==> src/rtl/sync_edge_filter.sv <==
// rtl/sync_edge_filter.sv - per-bit persistence filter with edge pulses and saturating event counter
//
// Each bit of d must differ from its filtered level q for FILT_LEN consecutive
// enabled cycles before q follows it. A bit's state is held in q[i] plus a
// private run counter cnt[i]; the four states are q=0/1 combined with cnt=0
// (stable) or cnt>0 (pending).
//
// Ports:
//   clk      in   rising-edge clock
//   rst      in   asynchronous active-high reset
//   d        in   [DSIZE] inputs, already synchronous to clk
//   en       in   filter enable; 0 freezes all state
//   clr      in   synchronous clear of evt_cnt
//   q        out  [DSIZE] filtered levels
//   rise     out  [DSIZE] one-cycle pulse when q[i] goes 0->1
//   fall     out  [DSIZE] one-cycle pulse when q[i] goes 1->0
//   evt_cnt  out  [ECW] saturating count of cycles with any rise/fall pulse

module sync_edge_filter #(
    parameter int DSIZE    = 1,
    parameter int FILT_LEN = 4,
    parameter int ECW      = 16
) (
    input  logic             clk,
    input  logic             rst,
    input  logic [DSIZE-1:0] d,
    input  logic             en,
    input  logic             clr,
    output logic [DSIZE-1:0] q,
    output logic [DSIZE-1:0] rise,
    output logic [DSIZE-1:0] fall,
    output logic [ECW-1:0]   evt_cnt
);

    localparam int CW = $clog2(FILT_LEN) + 1;
    localparam logic [CW-1:0] CNT_LAST = CW'(FILT_LEN - 1);

    logic [CW-1:0] cnt [DSIZE];
    logic          any_evt;

    always_ff @(posedge clk or posedge rst) begin
        if (rst) begin
            q    <= '0;
            rise <= '0;
            fall <= '0;
            for (int i = 0; i < DSIZE; i++) begin
                cnt[i] <= '0;
            end
        end else begin
            // Pulses default low; they are only raised on the edge q changes.
            rise <= '0;
            fall <= '0;
            if (en) begin
                for (int i = 0; i < DSIZE; i++) begin
                    if (d[i] == q[i]) begin
                        // Input agrees with output: any pending run is a glitch.
                        cnt[i] <= '0;
                    end else if (cnt[i] == CNT_LAST) begin
                        // This is the FILT_LEN-th consecutive differing sample.
                        q[i]    <= d[i];
                        cnt[i]  <= '0;
                        rise[i] <= d[i];
                        fall[i] <= q[i];
                    end else begin
                        cnt[i] <= cnt[i] + CW'(1);
                    end
                end
            end
        end
    end

    // Counts the registered pulses, so evt_cnt lags rise/fall by one cycle.
    assign any_evt = (|rise) | (|fall);

    always_ff @(posedge clk or posedge rst) begin
        if (rst) begin
            evt_cnt <= '0;
        end else if (clr) begin
            evt_cnt <= '0;
        end else if (en && any_evt && (evt_cnt != {ECW{1'b1}})) begin
            evt_cnt <= evt_cnt + ECW'(1);
        end
    end

endmodule

==> config.mk <==
export PLATFORM = sky130hd
export DESIGN_NAME = sync_edge_filter
export DESIGN_NICKNAME = d
export VERILOG_FILES = /design/src/rtl/sync_edge_filter.sv
export SDC_FILE = /design/constraint.sdc
export NUM_CORES = 1
export LEC_CHECK = 0
export CAP_MARGIN = 40
export CORE_AREA = 8 8 67 69
export DETAILED_ROUTE_END_ITERATION = 8
export DIE_AREA = 0 0 75 77
export PLACE_DENSITY = 0.61
export REMOVE_ABC_BUFFERS = 1
export SLEW_MARGIN = 20
export SYNTH_ARGS = -nofsm -noshare
export SYNTH_HDL_FRONTEND = slang
export SYNTH_SLANG_ARGS = --single-unit
==> constraint.sdc <==
create_clock -name clk -period 3.7 [get_ports clk]
set_input_delay 0.925 -clock clk [delete_from_list [all_inputs] [get_ports clk]]
set_output_delay 0.925 -clock clk [all_outputs]
set_load 0.03 [all_outputs]
Word level (Yosys, flattened, before mapping)
Cells that the tools add are included.
{"block": "totals", "regBits": 22, "in_bits": 5, "out_inout_bits": 19, "wordCells": 26}
{"block": "classes", "add_sub_neg": 2, "eq_ne": 3, "n_mux": 10, "n_bitwise": 2, "n_reduce_logical": 4}
{"op": "two-way mux 16 bit", "count": 2}
{"op": "adder 16 x 1 -> 16 bit (second input constant)", "count": 1}
{"op": "!= test 16 bit (second input constant)", "count": 1}
{"op": "two-way mux 1 bit", "count": 6}
{"op": "two-way mux 3 bit", "count": 2}
{"op": "adder 3 x 1 -> 3 bit (second input constant)", "count": 1}
{"op": "equality test 3 x 2 -> 1 bit (second input constant)", "count": 1}
{"op": "AND reduction 3 bit", "count": 1}
{"op": "logical AND 1 bit", "count": 2}
{"op": "nonzero test 2 bit", "count": 1}
{"op": "equality test 1 bit", "count": 1}
{"op": "inverter 1 bit", "count": 1}
{"op": "OR 1 bit", "count": 1}

Depth between registers and ports, before layout
Gate-level depths: netlist of the first run.
{"block": "depth", "depth_word": 5, "ltp_mapped": 5, "depth_no_buf": 5}

Worst setup path before layout of the first run
No wires, ideal clock.
{"block": "synth_timing", "kind": "input -> register", "startpoint": "in en", "endpoint": "reg evt_cnt[15]", "setup_time_ns": 0.078, "t_arrival_ns": 2.230, "t_required_ns": 3.622, "slack_ns": 1.392, "cell_stages": 5, "path_buffers": 1, "cell_sequence": "o21ai_2 -> or4_1 -> buf_2 -> or4_1 -> a21oi_1"}
{"block": "synth_between", "elab_chain_len": 3}
{"item": "start, declared", "line": "27", "text": "input logic en,"}
{"item": "logical AND 1 bit (2 in a row)", "line": "80", "text": "end else if (en && any_evt && (evt_cnt != {ECW{1'b1}})) begin"}
{"item": "nonzero test 2 bit (no source line)"}
{"item": "end signal, assigned", "line": "81", "text": "evt_cnt <= evt_cnt + ECW'(1);"}
{"item": "end, declared", "line": "32", "text": "output logic [ECW-1:0] evt_cnt"}
No other way between the ends.
A chain may end at the register's enable or synchronous reset.

Worst setup path after layout of the first run
{"block": "layout_timing", "startpoint": "in en", "endpoint": "reg evt_cnt[13]"}
The elaborated chain is that of the path after synthesis.

==> results of run 1 <==
==> final timing paths <==
kind                            startpoint           to  slack [ns]
worst max register to register  evt_cnt[2]  evt_cnt[13]        1.62
worst min-delay path                     q         rise        0.52
min in group asynchronous              rst  evt_cnt[14]        0.88
worst max-delay path                    en  evt_cnt[13]        0.83
max in group asynchronous              rst         fall        2.40
worst min register to register           q         rise        0.52
==> metrics by stage <==
| step | std cells | worst slack [ns] | util (%) |
|---|---|---|---|
| 2_1_floorplan | 117 | 1.32 | - |
| 3_3_place_gp | 188 | 0.570 | 40.9 |
| 3_5_place_dp | 191 | 0.521 | 41.8 |
| 4_1_cts | 195 | 0.855 | 43.3 |
| 5_1_grt | 195 | 0.718 | 43.3 |
| 6_report | 195 | 0.833 | 43.3 |
==> where the power goes <==
| part | internal, mW | total [mW] | switching (mW) | leakage, nW |
|---|---|---|---|---|
| registers | 0.257 | 0.272 | 0.0144 | 0.304 |
| logic | 0.0413 | 0.0889 | 0.0476 | 0.212 |
| clock network | 0.109 | 0.185 | 0.0756 | 0.0279 |
| total | 0.408 | 0.546 | 0.138 | 0.544 |
==> flip-flops by register name, indices dropped and copies added (netlist names) <==
register / count
fall: 1
rise: 1
q: 1
cnt: 3
evt_cnt: 16
==> kinds of logic (layout without fill, tap and decap cells) <==
kind of cell / count (synthesis) / after routing / synth area share, %
AOI/OAI and AO/OA: 33 / 33 / 17.5
xor gates and xnor gates: 1 / 1 / 0.754
adders and majority gates: 2 / 2 / 2.15
buffers and inverters: 12 / 37 / 3.99
DFF: 22 / 22 / 47.4
muxes: 2 / 2 / 1.83
and+or+nand+nor: 50 / 50 / 26.4
==> synth_stat cells <==
library cell and count:
sky130_fd_sc_hd__or3_1 5, sky130_fd_sc_hd__nand2_1 4, sky130_fd_sc_hd__dfrtp_1 22, sky130_fd_sc_hd__or4_1 10, sky130_fd_sc_hd__o31ai_1 10, sky130_fd_sc_hd__o21ai_0 4
sky130_fd_sc_hd__and2_1 3, sky130_fd_sc_hd__nor2_1 2, sky130_fd_sc_hd__a21oi_1 13, sky130_fd_sc_hd__nor4_1 1, sky130_fd_sc_hd__and3_1 1, sky130_fd_sc_hd__o21ai_2 1
sky130_fd_sc_hd__nor4b_1 1, sky130_fd_sc_hd__nand3b_1 1, sky130_fd_sc_hd__nand2b_1 3, sky130_fd_sc_hd__buf_1 1, sky130_fd_sc_hd__o22ai_1 2, sky130_fd_sc_hd__mux2_2 1
sky130_fd_sc_hd__nor3b_1 2, sky130_fd_sc_hd__nor3_1 3, sky130_fd_sc_hd__buf_2 1, sky130_fd_sc_hd__clkbuf_1 3, sky130_fd_sc_hd__nand4_1 6, sky130_fd_sc_hd__nand3_1 7
sky130_fd_sc_hd__a31oi_1 1, sky130_fd_sc_hd__ha_1 2, sky130_fd_sc_hd__and4_1 1, sky130_fd_sc_hd__mux2i_1 1, sky130_fd_sc_hd__o21a_1 1, sky130_fd_sc_hd__a211oi_1 1
sky130_fd_sc_hd__xnor2_1 1, sky130_fd_sc_hd__inv_1 7
==> routing by layer <==
| layer | GRT usage [%] | routed length [um] | up-vias |
|---|---|---|---|
| li1 | - | - | 524 |
| met1 | 13.0 | 1230 | 519 |
| met4 | 2.94 | 34 | 0 |
| met2 | 14.8 | 1220 | 34 |
| met3 | 3.77 | 235 | 4 |
| met5 | 0 | 0 | - |
==> area by class of cell <==
type	instances	area, um^2	area share [%]
repair buffers	26	262	17.3
clock inverters	1	30.0	1.98
flip-flops and latches	22	551	36.3
inverters	7	26.3	1.73
multi-input cells	88	564	37.2
clock buffers	3	22.5	1.49
well taps	48	60.1	3.96
==> worst max-delay path: stages <==
cell and delay (ns):
sky130_fd_sc_hd__clkdlybuf4s50_1 0.61, sky130_fd_sc_hd__o21ai_2 0.19, sky130_fd_sc_hd__or4_1 0.68, sky130_fd_sc_hd__or4_1 0.52, sky130_fd_sc_hd__a21oi_1 0.17
==> run_results.csv, run 1 <==
group,metric,value,unit
worst_setup_path,critical_path_required,3.93,ns
yosys,yosysTopAreaCell,"sky130_fd_sc_hd__dfrtp_1",
detailed_routing,detail_route.wirelength,2.72,mm
run_status,outcome,"finished clean",
worst_setup_path,worstSetupEndpointType,"flop",
clocking,cts_setup_buffers,0,
yosys,ff_latch_count_synth,22,
global_route,grt_util_all_layers,10.0,%
pwr,power_density,360,nW/um^2
finish,final_net_count,155,
yosys,cell_variety_after_synth,32,
yosys,synth_area_per_cell,9.52,um^2
timing,fmaxAchievable,0.349,GHz
worst_setup_path,reg2regPathDepth,4,
timing,setup_repair_after_global_routing_missed_its_margin,"no",
place,placed_cell_area,1460,um^2
floorplan,core_area,3500,um^2
finish,layout_commonest_cell,"sky130_fd_sc_hd__clkdlybuf4s50_1",
timing,holdWs,0.522,ns
clocking,clock_tree_from_tritoncts,"done",
finish,final.fill_count,347,
timing,max_slew_margin,56.9,%
detailed_routing,drc_errors,0,
yosys,synth-warning-count,0,
timing,report.final.hold_viol_count,0,
timing,final_period_minus_worst_setup_slack,2.87,ns
timing,report.final.setup_viol,0,
floorplan,dieArea,5780,um^2
pwr,vdd.ir_drop.worst,0.000169,V
yosys,yosys.area.top_type_share,47.4,%
hold_path,holdCritPathClass,"flop to flop",
global_route,grt_pass1_vias,1025,
global_route,grt_max_degree,18,
worst_setup_path,worstPathArrival,3.10,ns
timing,period_share,77.5,%
detailed_routing,route.vias.total,1081,
yosys,synth.top_cells.by_area,"sky130_fd_sc_hd__dfrtp_1, sky130_fd_sc_hd__o31ai_1, sky130_fd_sc_hd__or4_1",
floorplan,io_pins,24,
detailed_routing,vias_per_cell,5.54,
timing,clock-skew-final,0.00560,ns
floorplan,initial_utilization,33.2,%
pwr,power.static_leakage,0.544,nW
clocking,cts-root-to-sink-buffers,2,
finish,drive_gt1_share,6.12,%
yosys,ys_seq_area_share,47.4,%
detailed_routing,route.detailed.wl_per_inst,13.9,um
worst_setup_path,worst_setup_path_start_kind,"input port",
clocking,cts.root.buffer_cell,"sky130_fd_sc_hd__clkbuf_4",
yosys,netlist_area,1160,um^2
place,number_of_buffers_inserted_by_port_buffering,23,
clocking,cts_buffers,3,
floorplan,floorplan.die.height,77,um
finish,layout_common_cells,"sky130_fd_sc_hd__clkdlybuf4s50_1, sky130_fd_sc_hd__dfrtp_1, sky130_fd_sc_hd__a21oi_1, sky130_fd_sc_hd__or4_1, sky130_fd_sc_hd__o31ai_1",
timing,sum_neg_setup_slack,0,ns
pwr,totalPowerFinal,0.546,mW
detailed_routing,drt_first_iter_violations,63,
timing,transition_at_the_pin_with_the_smallest_max_transition_slack,0.641,ns
worst_setup_path,criticalPathCategory,"input port to flop",
floorplan,x_dimension_of_the_die,75,um
clocking,h_tree_levels,1,
global_route,antenna_found_initial,0,
clocking,clkLatencyLatePin,0.31,ns
detailed_routing,drt_first_pass_iters,4,
yosys,post_synth_inst_count,122,
place,routability_congestion_estimate_from_global_placement,0.818,
clocking,total_clock_sinks,22,
floorplan,num_rows,22,
clocking,clk_pin_slew,0.12,ns
clocking,cts_repair_resize_count,0,
hold_path,number_of_stages_on_the_worst_hold_path,1,
job,cap_violations,0,
place,post-dp-hpwl,2.06,mm
detailed_routing,detail-route-antenna-nets,0,
clocking,cts_hold_buffers,0,
timing,finalMaxSlewViolations,0,
worst_setup_path,worstPathMaxFanout,11,
finish,antennaDiodeCount,0,
finish,final_area,1520,um^2
global_route,globalRouteOverflowTotal,0,
global_route,grt_pass1_wl,4.66,mm
finish,syn2layout_area_growth,30.5,%
Power figures use the tool's default switching activity.
==> run 2: changes to the inputs <==
--- a/config.mk
+++ b/config.mk
@@ -9,7 +9,7 @@
 export CORE_AREA = 8 8 67 69
 export DETAILED_ROUTE_END_ITERATION = 8
 export DIE_AREA = 0 0 75 77
-export PLACE_DENSITY = 0.61
+export PLACE_DENSITY = 0.63
 export REMOVE_ABC_BUFFERS = 1
 export SLEW_MARGIN = 20
 export SYNTH_ARGS = -nofsm -noshare
==> constraint.sdc (replaced) <==
create_clock -name clk -period 2.6 [get_ports clk]
set_input_delay 0.65 -clock clk [delete_from_list [all_inputs] [get_ports clk]]
set_output_delay 0.65 -clock clk [all_outputs]
set_load 0.03 [all_outputs]
==> run_results.csv, run 2 (synthesized netlist as in run 1, its figures left out) <==
group,metric,value,unit
global_route,globalRouteOverflowTotal,0,
detailed_routing,detail-route-antenna-nets,0,
worst_setup_path,worstPathArrival,2.48,ns
global_route,grt_pass1_vias,1027,
timing,final_period_minus_worst_setup_slack,2.26,ns
detailed_routing,detail_route.wirelength,2.85,mm
clocking,cts.root.buffer_cell,"sky130_fd_sc_hd__clkbuf_4",
pwr,power_density,444,nW/um^2
worst_setup_path,crit_buf_inv,1,
clocking,total_clock_sinks,22,
place,post-dp-hpwl,2.15,mm
place,number_of_buffers_inserted_by_port_buffering,23,
finish,syn2layout_area_growth,29.7,%
place,placed_cell_area,1480,um^2
global_route,grt_pass1_wl,4.62,mm
detailed_routing,vias_per_cell,5.46,
hold_path,holdCritPathClass,"flop to flop",
timing,sum_neg_setup_slack,0,ns
global_route,antenna_found_initial,0,
floorplan,dieArea,5780,um^2
worst_setup_path,worst_setup_path_start_kind,"input port",
timing,period_share,86.9,%
timing,max_slew_margin,51.3,%
timing,report.final.hold_viol_count,0,
timing,fmaxAchievable,0.443,GHz
finish,area.sequential,551,um^2
finish,layout_commonest_cell,"sky130_fd_sc_hd__clkdlybuf4s50_1",
floorplan,initial_utilization,33.2,%
finish,utilization,43.1,%
place,routability_congestion_estimate_from_global_placement,0.735,
detailed_routing,met2RoutedLength,1.36,mm
finish,layout_common_cells,"sky130_fd_sc_hd__clkdlybuf4s50_1, sky130_fd_sc_hd__dfrtp_1, sky130_fd_sc_hd__a21oi_1, sky130_fd_sc_hd__or4_1, sky130_fd_sc_hd__o31ai_1",
clocking,cts_hold_buffers,0,
worst_setup_path,worstSetupEndpointType,"flop",
finish,reg_with_most_ffs,"evt_cnt",
detailed_routing,wirelength_met1,1.26,mm
pwr,power.static_leakage,0.546,nW
timing,clock-skew-final,0.00553,ns
pwr,vdd.ir_drop.worst,0.000309,V
timing,setup_repair_after_global_routing_missed_its_margin,"no",
timing,finalMaxSlewViolations,0,
worst_setup_path,critical_path_required,2.82,ns
clocking,h_tree_levels,1,
clocking,clk_pin_slew,0.12,ns
worst_setup_path,rrSetupSlack,0.60,ns
detailed_routing,routed.top_layer,"met4",
floorplan,core_area,3500,um^2
finish,largest_registers,"evt_cnt x16, cnt x3",
floorplan,x_dimension_of_the_die,75,um
detailed_routing,route.detailed.wl_per_inst,14.4,um
detailed_routing,drt_first_pass_iters,4,
finish,drive_gt1_share,8.00,%
finish,final_area,1510,um^2
finish,final_net_count,159,
floorplan,num_rows,22,
worst_setup_path,criticalPathCategory,"input port to flop",
worst_setup_path,critical-path-top-cell-by-count,"sky130_fd_sc_hd__or4_1",
run_status,outcome,"finished clean",
worst_setup_path,cp_top_family,"simple AND/OR/NAND/NOR gates",
finish,antennaDiodeCount,0,
detailed_routing,drt_first_iter_violations,78,
global_route,grt_max_degree,23,
detailed_routing,route.vias.total,1082,
finish,final.fill_count,364,
timing,transition_at_the_pin_with_the_smallest_max_transition_slack,0.725,ns
job,cap_violations,0,
floorplan,floorplan.die.height,77,um
timing,report.final.setup_viol,0,
worst_setup_path,worstPathMaxFanout,6,
worst_setup_path,timing.critical_path.slowest_cell_delay,0.59,ns
finish,largest_register_ffs,16,
clocking,clock_tree_from_tritoncts,"done",
clocking,cts-root-to-sink-buffers,2,
global_route,grt_util_all_layers,10.1,%
clocking,cts_buffers,3,
worst_setup_path,cpMaxStageDelayCell,"sky130_fd_sc_hd__or4_1",
finish,multi_input_area,564,um^2
clocking,clkLatencyLatePin,0.30,ns
clocking,cts_repair_resize_count,0,
floorplan,io_pins,24,
detailed_routing,met3_wirelength,210,um
clocking,cts_setup_buffers,0,
worst_setup_path,path_cells,"clkdlybuf4s50_1 -> o21ai_2 -> or4_1 -> or4_1 -> a21oi_1",
detailed_routing,drc_errors,0,
run 2: final cells by class:
cell class,count,share of cell area [%]
clock buffer,3,1.50
inverter,7,1.74
multi-input combinational,88,37.5
sequential,22,36.5
tap,48,3.99
timing repair buffer,30,18.8
run 2: power breakdown:
| part | internal, mW | switching, mW |
|---|---|---|
| clock network | 0.0540 | 0.0972 |
| registers | 0.366 | 0.0210 |
| logic | 0.0595 | 0.0715 |
run 2: metrics by stage:
stage,total power [mW],hold slack (ns),std cells,worst slack (ns)
6_report,0.669,0.526,198,0.342
5_1_grt,0.711,0.557,198,0.262
4_1_cts,0.679,0.520,198,0.338
3_5_place_dp,0.528,0.499,195,0.0105
3_3_place_gp,0.513,0.476,195,0.0466
2_1_floorplan,0.471,0.458,117,0.498
run 2: metal layers:
layer / track usage, % / vias up
met3: 2.73 / 2
met1: 12.4 / 523
met5: 0 / -
li1: - / 528
met2: 15.9 / 29
met4: 4.31 / 0
run 2: worst register-to-register path, delay by kind of cell (launching register included):
family	cells	cell delay, ns
DFF	1	0.46
AOI/OAI and AO/OA	1	0.15
and+or+nand+nor	3	1.31
run 2: path summary, 6_finish.rpt:
path | start | to | depth (start not counted)
min in group asynchronous | rst | evt_cnt[15] | 3
worst min-delay path | cnt[2] | cnt[2] | 1
max in group asynchronous | rst | fall | 3
worst min register to register | cnt[2] | cnt[2] | 1
worst max register to register | evt_cnt[2] | evt_cnt[15] | 4
worst max-delay path | en | evt_cnt[15] | 5
